**config.mk**
```make
export PLATFORM = sky130hd
export DESIGN_NAME = lcd_dma_ctrl
export DESIGN_NICKNAME = d
export VERILOG_FILES = /design/src/rtl/lcd_pkg.sv /design/src/rtl/lcd_dma_ctrl.sv
export SDC_FILE = /design/constraint.sdc
export NUM_CORES = 1
export LEC_CHECK = 0
export ABC_AREA = 1
export BUFFER_PORTS_ARGS = -buffer_cell sky130_fd_sc_hd__buf_4
export CAP_MARGIN = 20
export CELL_PAD_IN_SITES_DETAIL_PLACEMENT = 0
export CELL_PAD_IN_SITES_GLOBAL_PLACEMENT = 1
export CORE_ASPECT_RATIO = 1.5
export CORE_MARGIN = 5
export CORE_UTILIZATION = 34
export CTS_CLUSTER_SIZE = 28
export DETAILED_ROUTE_END_ITERATION = 6
export HOLD_SLACK_MARGIN = 0.05
export PLACE_DENSITY_LB_ADDON = 0.08
export SLEW_MARGIN = 25
export SYNTH_ARGS = -nofsm -noshare
export SYNTH_HDL_FRONTEND = slang
export SYNTH_SLANG_ARGS = --single-unit
```
**constraint.sdc**
```tcl
create_clock -name HCLK -period 3.8 [get_ports HCLK]
set_input_delay 0.38 -clock HCLK [delete_from_list [all_inputs] [get_ports HCLK]]
set_output_delay 0.38 -clock HCLK [all_outputs]
set_load 0.01 [all_outputs]
```
**src/rtl/lcd_pkg.sv**
```systemverilog
// LCD DMA fetch scheduler shared types.
// State encoding and default sizing.
package lcd_pkg;

  typedef enum logic [2:0] {
    IDLE,
    FLUSH,
    WAIT_SPACE,
    REQ,
    DATA,
    HALT
  } dma_state_t;

  localparam int DEF_DEPTH = 32;
  localparam int DEF_BURST = 8;
  localparam int DEF_FW    = 20;

endpackage

```
**src/rtl/lcd_dma_ctrl.sv**
```systemverilog
// Frame buffer fetch scheduler feeding the LCD pixel FIFO.
// Issues space-checked read bursts and pushes returned beats.
module lcd_dma_ctrl
  import lcd_pkg::*;
#(
  parameter int DEPTH = DEF_DEPTH,
  parameter int BURST = DEF_BURST,
  parameter int FW    = DEF_FW
) (
  input  logic          HCLK,
  input  logic          HRESETn,
  input  logic          enable,
  input  logic [31:0]   base_addr,
  input  logic [FW-1:0] frame_words,
  input  logic [5:0]    fifo_cnt,
  input  logic          fifo_pull,
  input  logic          fifo_empty,
  output logic          fifo_push,
  output logic [31:0]   fifo_wdata,
  output logic          fifo_flush,
  output logic          m_req,
  output logic [31:0]   m_addr,
  output logic [4:0]    m_len,
  input  logic          m_gnt,
  input  logic          m_rvalid,
  input  logic [31:0]   m_rdata,
  input  logic          m_err,
  output logic          busy,
  output logic          frame_done,
  output logic          underflow,
  output logic          bus_err
);

  dma_state_t    state, nstate;
  logic          en_q;
  logic [31:0]   addr;
  logic [FW-1:0] remaining;
  logic [4:0]    bleft;
  logic          done_q;
  logic          uflow_q;
  logic          berr_q;

  logic [6:0]    len;
  logic [4:0]    len_m1;
  logic          space_ok;
  logic          beat;
  logic          good;
  logic          last;

  // Burst sizing, FIFO space check and beat qualification.
  always_comb begin
    len = 7'(BURST);
    if (remaining < FW'(BURST))
      len = remaining[6:0];
    len_m1   = 5'(len - 7'd1);
    space_ok = ({1'b0, fifo_cnt} + len) <= 7'(DEPTH);
    beat     = (state == DATA) && m_rvalid;
    good     = beat && !m_err;
    last     = good && (bleft == 5'd0);
  end

  // State register.
  always_ff @(posedge HCLK) begin
    if (!HRESETn) state <= IDLE;
    else          state <= nstate;
  end

  // Next-state logic.
  always_comb begin
    nstate = state;
    unique case (state)
      IDLE:       if (enable && !en_q) nstate = FLUSH;
      FLUSH:      nstate = WAIT_SPACE;
      WAIT_SPACE: begin
        if (!enable)       nstate = IDLE;
        else if (space_ok) nstate = REQ;
      end
      REQ:        if (m_gnt) nstate = DATA;
      DATA: begin
        if (beat && m_err) nstate = HALT;
        else if (last)     nstate = WAIT_SPACE;
      end
      HALT:       if (!enable) nstate = IDLE;
      default:    nstate = IDLE;
    endcase
  end

  // Address, word count, beat counter and status flags.
  always_ff @(posedge HCLK) begin
    if (!HRESETn) begin
      en_q      <= 1'b0;
      addr      <= '0;
      remaining <= '0;
      bleft     <= '0;
      done_q    <= 1'b0;
      uflow_q   <= 1'b0;
      berr_q    <= 1'b0;
    end else begin
      en_q   <= enable;
      done_q <= 1'b0;
      if (state == FLUSH)
        uflow_q <= 1'b0;
      else if (fifo_pull && fifo_empty)
        uflow_q <= 1'b1;
      if (beat && m_err)
        berr_q <= 1'b1;
      if (state == FLUSH) begin
        addr      <= {base_addr[31:2], 2'b00};
        remaining <= frame_words;
        berr_q    <= 1'b0;
      end
      if (state == REQ && m_gnt)
        bleft <= len_m1;
      if (good) begin
        bleft <= bleft - 5'd1;
        if (last && remaining == FW'(1)) begin
          done_q    <= 1'b1;
          addr      <= {base_addr[31:2], 2'b00};
          remaining <= frame_words;
        end else begin
          addr <= addr + 32'd4;
          if (remaining != '0)
            remaining <= remaining - FW'(1);
        end
      end
    end
  end

  // Output decode, forced low while in reset.
  always_comb begin
    m_req      = HRESETn && (state == REQ);
    m_addr     = m_req ? addr : 32'd0;
    m_len      = m_req ? len_m1 : 5'd0;
    fifo_push  = HRESETn && good;
    fifo_wdata = fifo_push ? m_rdata : 32'd0;
    fifo_flush = HRESETn && (state == FLUSH);
    busy       = HRESETn && (state != IDLE);
    frame_done = HRESETn && done_q;
    underflow  = uflow_q;
    bus_err    = berr_q;
  end

endmodule

```
==> impl_metrics.yaml <==
outcome:
  run_status: "complete, no violations"
layout:
  mostFrequentLayoutCells: "221 x nand2_1, 175 x buf_4, 161 x nor2_1"
  final_common_cell: "nand2_1"
  utilization: 0.4538
  syn2layout_area_growth_pct: 31.52
  antenna_cells: 0
  drive_gt1_frac: 0.1995
  nets: 1204
critical_path:
  cp.required_ns: 3.42
  r2r_slack_ns: 0.74
  critPathCaptureType: "output port"
  worstSetupPathType: "reg -> out"
  cp.arrival_ns: 2.71
  crit_fanout: 7
  start_kind: "flop"
floorplanning:
  die_w_um: 112.8
  start_util: 0.3451
  die_h_um: 164.2
  design.core.area_mm2: 0.01563
  rows: 56
  io_pins: 174
  dieArea_mm2: 0.01853
synth:
  ys_ff_latch: 62
  yosys.area.top_type: "dfxtp_1"
  synth_async_sr_flop_share: 0
  ys_types: 41
  syn_area_mm2: 0.005391
  yosysWarnings: 0
  synthTopCellsByArea: "dfxtp_1 23%, nand2_1 15%, nor2_1 11%"
  syn_inst: 941
  synth_edf_count: 0
  yosys.area.top_type_share: 0.2302
  synth_seq_area_share: 0.2302
  synthFlopType: "dfxtp_1"
  syn_avg_cell_area_um2: 5.729
timing:
  relSlewSlack: 0.4508
  max_freq_mhz: 323.7
  timing.final.crit_share: 0.8130
  tns_ns: 0
  final_max_slew_viol_count: 0
  fin_crit_ns: 3.090
  final_hold_viol_count: 0
  setup_viol: 0
  clock_skew_ns: 0.008822
  rsz0062_at_grt: "no"
  worst_pin_slew_ns: 0.8226
grt:
  antenna_found_initial: 0
  grt_pass1_wl_um: 29960
  grtUsageTotal: 0.2007
  overflow: 0
  grt_pass1_vias: 6119
  grt_max_degree: 50
drt:
  vias: 6231
  met3_length_um: 820
  routed.top_layer: "met4"
  drc: 0
  wl_met2_um: 10270
  vias_per_cell: 4.789
  wl_per_cell_um: 14.61
  drtAntennaViolNets: 0
  wl_met1_um: 7374
  wirelength_um: 19010
  drt_first_pass_iters: 4
  drt_iter0_drc: 237
cts:
  cts_max_level: 3
  clock_path_buffers: 2
  numCtsBuffers: 9
  clkLatencyLatePin_ns: 0.34
  clk_pin_slew_worst_paths_ns: 0.05
  cts_hold_buf: 0
  cts_sinks: 62
  cts_root_buffer: "clkbuf_16"
  cts_resized: 0
  cts_tree: "done"
  post_cts_buffers: 0
hold_path:
  hold_path_class: "in -> reg"
power:
  peakVddDrop_v: 0.0003154
  p_leak_nw: 3.561
  pwr_density_cell_mw_per_mm2: 649.3
placed_design:
  gp_congestion: 0.9474
  portBuffers: 169
  dpl.hpwl_um: 14640
flow_run:
  max-cap-violations: 0
## worst paths after layout
path,start,end,cells past startpoint
worst max register to register,remaining[9],state[1],19
worst min-delay path,enable,en_q,3
worst max-delay path,remaining[9],m_len[4],11
worst min register to register,bus_err,bus_err,2
## synthesized netlist by cell type, drive strengths merged, types with 3 or more instances
cell      n
o211ai   12
xor2     27
inv     147
mux2i     3
nand4    10
o21ai    60
dfxtp    62
clkbuf   17
nor2    171
buf      19
o22ai     7
nand3    59
a31oi     9
a21oi    76
nor3     12
nor4      3
nand2   225
ha       11
## layer usage
layer  track usage  vias to the layer above
met4       0.07381                        0
li1              -                     3282
met3       0.03428                       29
met2        0.3910                      132
met5             0                        -
met1        0.2120                     2788
## critical path, cell delays in order (launching register included)
cell	delay (ns)
dfxtp_1	0.36
nor2_2	0.18
nand2_1	0.11
nor2_4	0.19
nand3_2	0.22
nor2_1	0.30
inv_1	0.08
ha_1	0.23
o21ai_1	0.17
nor2_1	0.07
nor4_1	0.29
buf_4	0.19
## report_power, final
group | switching [W] | internal (W)
Sequential | 0.000216 | 0.000836
Combinational | 0.00167 | 0.000922
Clock | 0.000325 | 0.000637
Total | 0.00221 | 0.00239
## flip-flops by register name (all words and copies together), names as in the netlist
signal     flops
done_q         1
underflow      1
state          3
bus_err        1
remaining     20
addr          30
en_q           1
bleft          5
## cell families (layout without fill, tap and decap cells)
group	count (synthesis)	after routing	synth area share
other	1	4	0.0006955
xor gates and xnor gates	27	27	0.04386
adders and majority gates	12	12	0.02924
and+or+nand+nor	486	486	0.3827
DFF	62	62	0.2302
AOI/OAI and AO/OA	166	166	0.1645
buffers and inverters	184	338	0.1432
muxes	3	3	0.005570
## stage by stage
| stage | area [um^2] | total power, W | setup slack [ns] | hold WS (ns) | std cells |
|---|---|---|---|---|---|
| detailed placement | 6754 | 0.003658 | 0.7452 | 0.4409 | 1286 |
| CTS | 7091 | 0.004644 | 0.6874 | 0.2561 | 1301 |
| global placement | 6754 | 0.003681 | 0.7698 | 0.4398 | 1286 |
| finish | 7091 | 0.004604 | 0.7105 | 0.2635 | 1301 |
| floorplan | 5403 | 0.002992 | 1.149 | 0.4318 | 944 |
| global route | 7091 | 0.005049 | 0.3986 | 0.2702 | 1301 |
## cell type report
type / instances / area [um^2]
clock buffers: 9 / 225.2
clock inverters: 6 / 111.4
fillers: 1776 / 8534
inverters: 148 / 555.5
multi-input cells: 698 / 3390
flip-flops and latches: 62 / 1241
well taps: 203 / 254.0
repair buffers: 175 / 1314
Power figures use the tool's default switching activity.
